## config.mk

```make
export PLATFORM = sky130hd
export DESIGN_NAME = cordic_sum_sequencer
export DESIGN_NICKNAME = d
export VERILOG_FILES = /design/src/rtl/cordic_sum_sequencer.sv
export SDC_FILE = /design/constraint.sdc
export NUM_CORES = 1
export LEC_CHECK = 0
export BUFFER_PORTS_ARGS = -buffer_cell sky130_fd_sc_hd__buf_2
export CAP_MARGIN = 25
export CORE_UTILIZATION = 50
export DETAILED_ROUTE_END_ITERATION = 8
export PLACE_DENSITY = 0.73
export SKIP_LAST_GASP = 1
export SLEW_MARGIN = 5
export SYNTH_ARGS = -nofsm -noshare
export SYNTH_HDL_FRONTEND = slang
export SYNTH_SLANG_ARGS = --single-unit
```

## constraint.sdc

```tcl
create_clock -name clk -period 2.85 [get_ports clk]
set_input_delay 0.57 -clock clk [delete_from_list [all_inputs] [get_ports clk]]
set_output_delay 0.57 -clock clk [all_outputs]
set_load 0.02 [all_outputs]
```

## src/rtl/cordic_sum_sequencer.sv

```systemverilog
// Feeder and result collector for the CORDIC-plus-add unit. Samples are
// queued in a small FIFO and folded one at a time into a running sum. When
// the sample marked "last" retires, the sum is offered on an output handshake.
module cordic_sum_sequencer #(
    parameter int FIFO_DEPTH = 4,
    parameter int TIMEOUT    = 255,
    parameter int CW         = 8
) (
    input  logic        clk,
    input  logic        reset_n,
    input  logic        s_valid,
    output logic        s_ready,
    input  logic [31:0] s_data,
    input  logic        s_last,
    output logic        op_start,
    output logic [31:0] op_dataa,
    output logic [31:0] op_datab,
    input  logic [31:0] op_result,
    input  logic        op_done,
    output logic        sum_valid,
    output logic [31:0] sum_data,
    input  logic        sum_ready,
    output logic        busy,
    output logic        err,
    input  logic        clr_err
);

    localparam int AW = $clog2(FIFO_DEPTH);

    localparam logic [2:0] ST_IDLE  = 3'd0;
    localparam logic [2:0] ST_ISSUE = 3'd1;
    localparam logic [2:0] ST_WAIT  = 3'd2;
    localparam logic [2:0] ST_OUT   = 3'd3;
    localparam logic [2:0] ST_ERR   = 3'd4;

    logic [2:0]    r_state;
    logic [2:0]    w_nextState;

    logic [32:0]   r_fifoMem [FIFO_DEPTH];
    logic [AW:0]   r_wrPtr;
    logic [AW:0]   r_rdPtr;
    logic          w_empty;
    logic          w_full;
    logic          w_push;
    logic          w_pop;
    logic          w_flush;
    logic [32:0]   w_head;

    logic [31:0]   r_sum;
    logic [31:0]   r_opA;
    logic [31:0]   r_opB;
    logic          r_last;
    logic          r_err;
    logic [CW-1:0] r_timer;
    logic          w_retire;
    logic          w_timeout;

    // The extra pointer bit separates the full case from the empty case.
    assign w_empty = (r_wrPtr == r_rdPtr);
    assign w_full  = (r_wrPtr[AW-1:0] == r_rdPtr[AW-1:0]) && (r_wrPtr[AW] != r_rdPtr[AW]);
    assign w_head  = r_fifoMem[r_rdPtr[AW-1:0]];

    // s_ready is also gated by reset, so every output reads 0 while reset is held.
    assign s_ready = reset_n && !w_full && (r_state != ST_ERR);
    assign w_push  = s_valid && s_ready;
    assign w_pop   = (r_state == ST_ISSUE);
    assign w_flush = (r_state == ST_ERR);

    // A done seen while the timer is still 0 can be stale from the previous
    // operation, so it is ignored. ERR is entered TIMEOUT cycles after
    // op_start: the ISSUE cycle plus TIMEOUT-1 WAIT cycles.
    assign w_retire  = (r_state == ST_WAIT) && op_done && (r_timer != '0);
    assign w_timeout = (r_state == ST_WAIT) && !w_retire && (r_timer == CW'(TIMEOUT - 2));

    // Sample storage needs no reset; only the pointers define what is valid.
    always_ff @(posedge clk) begin
        if (w_push) begin
            r_fifoMem[r_wrPtr[AW-1:0]] <= {s_last, s_data};
        end
    end

    // Pointers advance on push and pop; ERR discards everything queued.
    always_ff @(posedge clk or negedge reset_n) begin
        if (!reset_n) begin
            r_wrPtr <= '0;
            r_rdPtr <= '0;
        end else begin
            if (w_push) begin
                r_wrPtr <= r_wrPtr + (AW+1)'(1);
            end
            if (w_flush) begin
                r_rdPtr <= r_wrPtr;
            end else if (w_pop) begin
                r_rdPtr <= r_rdPtr + (AW+1)'(1);
            end
        end
    end

    // Next-state selection for the issue / wait / output sequence.
    always_comb begin
        w_nextState = r_state;
        case (r_state)
            ST_IDLE: begin
                if (!w_empty) begin
                    w_nextState = ST_ISSUE;
                end
            end
            ST_ISSUE: begin
                w_nextState = ST_WAIT;
            end
            ST_WAIT: begin
                if (w_retire) begin
                    if (r_last) begin
                        w_nextState = ST_OUT;
                    end else if (!w_empty) begin
                        w_nextState = ST_ISSUE;
                    end else begin
                        w_nextState = ST_IDLE;
                    end
                end else if (w_timeout) begin
                    w_nextState = ST_ERR;
                end
            end
            ST_OUT: begin
                if (sum_ready) begin
                    w_nextState = ST_IDLE;
                end
            end
            ST_ERR: begin
                if (clr_err) begin
                    w_nextState = ST_IDLE;
                end
            end
            default: begin
                w_nextState = ST_IDLE;
            end
        endcase
    end

    // State register.
    always_ff @(posedge clk or negedge reset_n) begin
        if (!reset_n) begin
            r_state <= ST_IDLE;
        end else begin
            r_state <= w_nextState;
        end
    end

    // Operands and the last flag are captured at issue and held for the unit.
    always_ff @(posedge clk or negedge reset_n) begin
        if (!reset_n) begin
            r_opA  <= '0;
            r_opB  <= '0;
            r_last <= 1'b0;
        end else if (r_state == ST_ISSUE) begin
            r_opA  <= w_head[31:0];
            r_opB  <= r_sum;
            r_last <= w_head[32];
        end
    end

    // Per-operation timer: cleared at issue, counts every WAIT cycle.
    always_ff @(posedge clk or negedge reset_n) begin
        if (!reset_n) begin
            r_timer <= '0;
        end else if (r_state == ST_ISSUE) begin
            r_timer <= '0;
        end else if (r_state == ST_WAIT) begin
            r_timer <= r_timer + CW'(1);
        end
    end

    // Running sum: takes each retired result, cleared after output or in ERR.
    always_ff @(posedge clk or negedge reset_n) begin
        if (!reset_n) begin
            r_sum <= '0;
        end else if (w_retire) begin
            r_sum <= op_result;
        end else if ((r_state == ST_OUT) && sum_ready) begin
            r_sum <= '0;
        end else if (r_state == ST_ERR) begin
            r_sum <= '0;
        end
    end

    // Sticky error flag; only clr_err while in ERR releases it.
    always_ff @(posedge clk or negedge reset_n) begin
        if (!reset_n) begin
            r_err <= 1'b0;
        end else if (w_timeout) begin
            r_err <= 1'b1;
        end else if ((r_state == ST_ERR) && clr_err) begin
            r_err <= 1'b0;
        end
    end

    // During ISSUE the operands come straight from the FIFO head and the sum.
    assign op_start  = (r_state == ST_ISSUE);
    assign op_dataa  = op_start ? w_head[31:0] : r_opA;
    assign op_datab  = op_start ? r_sum : r_opB;
    assign sum_valid = (r_state == ST_OUT);
    assign sum_data  = sum_valid ? r_sum : '0;
    assign busy      = (r_state != ST_IDLE) || !w_empty;
    assign err       = r_err;

endmodule
```

==> results of run 1 <==
## path summary, 6_finish.rpt
check	from	end	slack, ns	cells after the start
max	r_state[1]	op_dataa[23]	0.17	6
min	reset_n	r_opA[11]	0.19	2
max reg2reg	r_timer[1]	r_sum[21]	0.47	8
min reg2reg	r_opB[6]	r_opB[6]	0.46	2
max in group asynchronous	reset_n	r_state[0]	2.14	2
min in group clk	s_data[10]	r_fifoMem[3][10]	0.25	1
## cell usage in the layout (no fill, tap or decap), types with 4 or more instances in the layout
cell,n
a22o_1,31
and2_1,33
and3_1,4
buf_12,5
buf_2,170
buf_4,12
clkbuf_1,10
clkbuf_16,27
dfrtp_1,113
edfxtp_1,132
ha_1,8
inv_1,7
mux4_2,33
nand2_1,202
nand3_1,6
nor2_1,4
o21ai_0,11
## worst max-delay path, stage by stage, from the launching register on
cell and delay, ns:
dfrtp_1 0.44, or3b_4 0.46, inv_4 0.11, buf_12 0.19, nand2_1 0.11, nand2_1 0.10
buf_2 0.17
## logic make-up after synthesis
logic type | after synthesis | share of synthesized area, %
adder cells (fa/ha/maj) | 8 | 1.04
XOR/XNOR | 6 | 0.544
AND/OR/NAND/NOR | 265 | 12.1
AO/OA/AOI/OAI | 62 | 5.31
buffers and inverters | 42 | 2.40
flip-flops | 247 | 70.9
multiplexers | 33 | 7.70
## area by class of cell
| class | instances | area, µm² | share of cell area (%) |
|---|---|---|---|
| sequential | 247 | 6840 | 58.4 |
| multi-input combinational | 374 | 2580 | 22.0 |
| timing repair buffer | 191 | 1110 | 9.45 |
| clock buffer | 38 | 716 | 6.11 |
| tap | 260 | 325 | 2.78 |
| clock inverter | 9 | 113 | 0.961 |
| inverter | 8 | 32.5 | 0.278 |
| antenna | 1 | 2.50 | 0.0213 |
## timing repair
action | in CTS | in global routing
cloned | 0 | 1
pin swaps | 0 | 0
endpoints found under the hold margin | 0 | 0
endpoints found under the setup margin | 47 | 64
resized for setup | 1 | 8
## sequential cells by signal, summed over array words and instances (netlist names), 3 cells and up
name,flops
r_opA,32
r_wrPtr,3
r_sum,32
r_rdPtr,3
r_opB,32
r_timer,8
r_fifoMem,132
r_state,3
## through the flow
stage | setup TNS (ns) | setup slack [ns] | hold slack (ns)
3_5_place_dp | 0 | 0.497 | 0.454
5_1_grt | 0 | 0.0493 | 0.243
6_report | 0 | 0.169 | 0.189
3_3_place_gp | 0 | 0.559 | 0.448
4_1_cts | -0.0775 | -0.0413 | 0.223
2_1_floorplan | 0 | 0.404 | 0.274
## metal layers
layer	GRT usage, %	routed length [µm]	part of all wire, %	up-vias
met2	34.8	9710	47	228
met1	27.7	8810	43	2887
met3	4.76	1500	7.3	32
met4	5.72	466	2.3	0
met5	0	0	0	-
li1	-	-	-	2758
## power groups by stage
stage	clock network, mW	registers (mW)	logic, mW
floorplan	0	4.98	3.16
global placement	0	5.08	4.48
detailed placement	0	5.11	4.52
CTS	3.32	5.05	4.58
global route	3.46	5.13	5.01
finish	3.25	5.05	4.59
==> reports/results.ini, run 1 <==
[status]
status = finished clean

[placed_design]
placement.io_buffers = 171
dp_hpwl_um = 12400
placedCellCount = 1079
dpl-instance-area_mm2 = 0.0108
routabilityCongestion = 0.849

[worst_setup_path]
worstPathMaxFanout = 25
crit_required_ns = 2.28
end_kind = primary output
crit_type = flop to primary output
cp_data_arrival_time_ns = 2.11
start_kind = flop

[hold_path]
hold_path.class = primary input to async pin

[grt]
gr-total-overflow = 0
grt_pass1_wl_um = 32000
grt_max_degree = 116
antenna_found_initial = 1
grt_pass1_vias = 5958
grt.total_usage_pct = 20.9

[timing]
timing.fmax_mhz = 373
finalClockSkew_ns = 0.0140
tightest_slew_ns = 0.939
post-route-min-period_ns = 2.68
max-slew-margin-rel_pct = 37.3
drv_slew = 0
hold_viol = 0
grt_setup_unrepaired = no
min_period_over_period_pct = 94.1
finalSetupViolations = 0

[pwr]
ir_worst_vdd_mv = 0.688
pwr-share-clk_pct = 25.2
combPwrFrac_pct = 35.6
finalPower_mw = 12.9
power-per-cell-area_mw_per_mm2 = 1100
p_int_mw = 8.32
sw_frac_of_total_pct = 35.4
p_seq_share_pct = 39.2
switchingPower_mw = 4.57
leakagePower_nw = 5.24

[route]
ant_nets = 0
drt_iter0_drc = 396
num_vias = 5905
drc = 0
routed_wl_um = 20500
wire_per_inst_um = 18.2
drt_first_pass_iters = 5
vias_per_cell = 5.23

[yosys]
ys_warn_count = 0
synthFlopType = edfxtp_1
yosys.area.top_type_share_pct = 41.1
synth_common_cells = 202 x nand2_1, 132 x edfxtp_1, 115 x dfrtp_1
synth_area_leaders = edfxtp_1 41%, dfrtp_1 30%, nand2_1 7.9%, mux4_2 7.7%, a22o_1 2.8%
yosysUniqueCellTypes = 45
synth_seq_cells = 247
synth_most_common_cell = nand2_1
synthArstFlopShare_pct = 46.6
ys_seq_area_share_pct = 70.9
synth_area_mm2 = 0.00965
synth_edf_count = 132
synth_fp_nets = 742
synthCells = 663
synth_area_leader_cell = edfxtp_1
synth.avg_cell_area_um2 = 14.6

[finish]
stdcell_area_mm2 = 0.0117
fin_nets = 927
n_fill_cell = 1376
final_cells = 1128
drive_gt1_share_pct = 31.6
area_delta_synth_final_pct = 21.4
final_util_pct = 62.3

[clock_tree]
clockRootBuffer = clkbuf_16
clock_path_buffers = 3
h-tree-depth = 1
numCtsBuffers = 26
hold_buffers = 0
clkTransAtPathRegs_ns = 0.06
cts_tree = done
cts_setup_buffers = 0
cts.sinks = 247
clk_latency_ns = 0.53

[die]
die_y_um = 141
io_pins = 172
std_cell_rows = 50
dieArea_mm2 = 0.0199
die_x_um = 141
initial_core_util_pct = 51.3
core-area_mm2 = 0.0188

[job]
cap_viol_max_count = 0

Power figures use the tool's default switching activity.
==> inputs of run 2 (changes only) <==
- PLACE_DENSITY: 0.73 -> 0.75
- clock period: 2.85 -> 2.35 ns (I/O delays scaled with it)
==> reports/results.ini, run 2 (synthesis gave the netlist of run 1 again) <==
[clock_tree]
cts.sinks = 247  ; unchanged
clock_path_buffers = 3  ; unchanged
clk_latency_ns = 0.54  ; about the same
clkTransAtPathRegs_ns = 0.07  ; about the same
clockRootBuffer = clkbuf_16
cts_tree = done
h-tree-depth = 1  ; unchanged
numCtsBuffers = 26  ; unchanged
hold_buffers = 0  ; unchanged

[grt]
grt.total_usage_pct = 25.0  ; +4.2 points
grt_max_degree = 116  ; unchanged
grt_pass1_vias = 6765  ; +14%
antenna_found_initial = 1  ; unchanged
grt_pass1_wl_um = 37500  ; +17%
gr-total-overflow = 0  ; unchanged

[placed_design]
placement.io_buffers = 171  ; unchanged
routabilityCongestion = 0.782  ; -7.9%
dp_hpwl_um = 12800  ; +3.2%
placedCellCount = 1082  ; +0.28%
dpl-instance-area_mm2 = 0.0109  ; +0.49%

[route]
drc = 0  ; unchanged
drt_first_pass_iters = 7  ; +2
ant_nets = 0  ; unchanged
wire_per_inst_um = 22.5  ; +24%
drt_iter0_drc = 382  ; -3.5%
vias_per_cell = 5.62  ; +7.3%
routed_wl_um = 27700  ; +35%
num_vias = 6921  ; +17%

[finish]
largest_reg_flops = 132  ; unchanged
final_cells = 1232  ; +9.2%
fin_nets = 1029  ; +11%
drive_gt1_share_pct = 57.2  ; +26 points
area_delta_synth_final_pct = 48.2
stdcell_area_mm2 = 0.0143  ; +22%
final_common_cell = edfxtp_1
final_cell_mix = 132 x edfxtp_1, 113 x dfrtp_1, 92 x buf_6

[pwr]
ir_worst_vdd_mv = 0.965  ; +40%
power-per-cell-area_mw_per_mm2 = 1440  ; +31%
finalPower_mw = 20.6  ; +60%
leakagePower_nw = 6.34  ; +21%

[timing]
drv_slew = 0  ; unchanged
max-slew-margin-rel_pct = 58.0  ; +21 points
tightest_slew_ns = 0.630  ; -0.309 ns
finalSetupViolations = 82  ; +82
setup_slack_ns = -0.229  ; -0.398 ns
hold_viol = 0  ; unchanged
finalSetupTns_ns = -8.68  ; -8.68 ns
holdWs_ns = 0.0833  ; -0.106 ns
finalClockSkew_ns = 0.0217  ; +0.00773 ns
grt_setup_unrepaired = yes
timing.fmax_mhz = 388
min_period_over_period_pct = 110
post-route-min-period_ns = 2.58

[status]
status = finished, violations left
violations = negative setup slack

[die]
die_x_um = 141  ; unchanged
dieArea_mm2 = 0.0199  ; unchanged
die_y_um = 141  ; unchanged
std_cell_rows = 50  ; unchanged
core-area_mm2 = 0.0188  ; unchanged
io_pins = 172  ; unchanged
initial_core_util_pct = 51.3  ; unchanged

[worst_setup_path]
worstPathMaxFanout = 4  ; -84%
crit_type = flop to primary output
crit_required_ns = 1.88  ; -0.40 ns
end_kind = primary output
cp_data_arrival_time_ns = 2.11  ; about the same
start_kind = flop

[job]
cap_viol_max_count = 0  ; unchanged

[hold_path]
hold_path.class = primary input to async pin

[run 2: power breakdown]
part | internal (mW) | total, mW | switching (mW)
Sequential | 5.65 | 6.34 | 0.691
Combinational | 5.12 | 10.2 | 5.05
Clock | 2.45 | 4.13 | 1.68
Total | 13.2 | 20.6 | 7.42
[run 2: final timing paths]
kind                            depth (start not counted)  slack, ns  startpoint                to
worst max register to register                         10       0.06  r_state[1]         r_sum[18]
worst max-delay path                                    7      -0.23  r_rdPtr[0]      op_dataa[23]
worst min-delay path                                    2       0.08     reset_n         r_opB[31]
min in group clk                                        1       0.14  s_data[17]  r_fifoMem[1][17]
max in group asynchronous                               2       1.79     reset_n        r_state[0]
worst min register to register                          2       0.48   r_opA[24]         r_opA[24]
[run 2: timing repair]
item                                    4_1_cts  5_1_grt
resized for setup                           187      270
endpoints found under the setup margin       76      104
buffers inserted                             50       38
cloned                                       12        8
pin swaps                                    42       71
[run 2: layout make-up]
type	count	area, µm²
Multi-Input combinational cell	374	3320
Timing Repair Buffer	293	2900
Antenna cell	2	5.00
Inverter	8	42.5
Sequential cell	247	6840
Tap cell	260	325
Clock buffer	35	746
Clock inverter	13	130
Fill cell	1010	4520
[run 2: worst max-delay path, cell delays in order (launching register included)]
cell,delay [ns]
dfrtp_2,0.42
buf_12,0.15
buf_16,0.13
buf_12,0.12
mux4_2,0.46
nand2_2,0.10
nand2_2,0.06
buf_6,0.13
[run 2: layer usage]
metal	wire [µm]	vias up	GRT usage (%)
met5	0	-	0
met4	1440	0	9.27
met3	2460	106	5.54
met2	13400	398	43.4
met1	10400	3448	30.9
li1	-	2969	-
[run 2: metrics by stage]
step	utilization (%)	worst slack (ns)
floorplan	-	0.223
global placement	57.9	0.203
detailed placement	57.9	0.154
CTS	69.5	-0.221
global route	76.0	-0.295
finish	76.0	-0.229
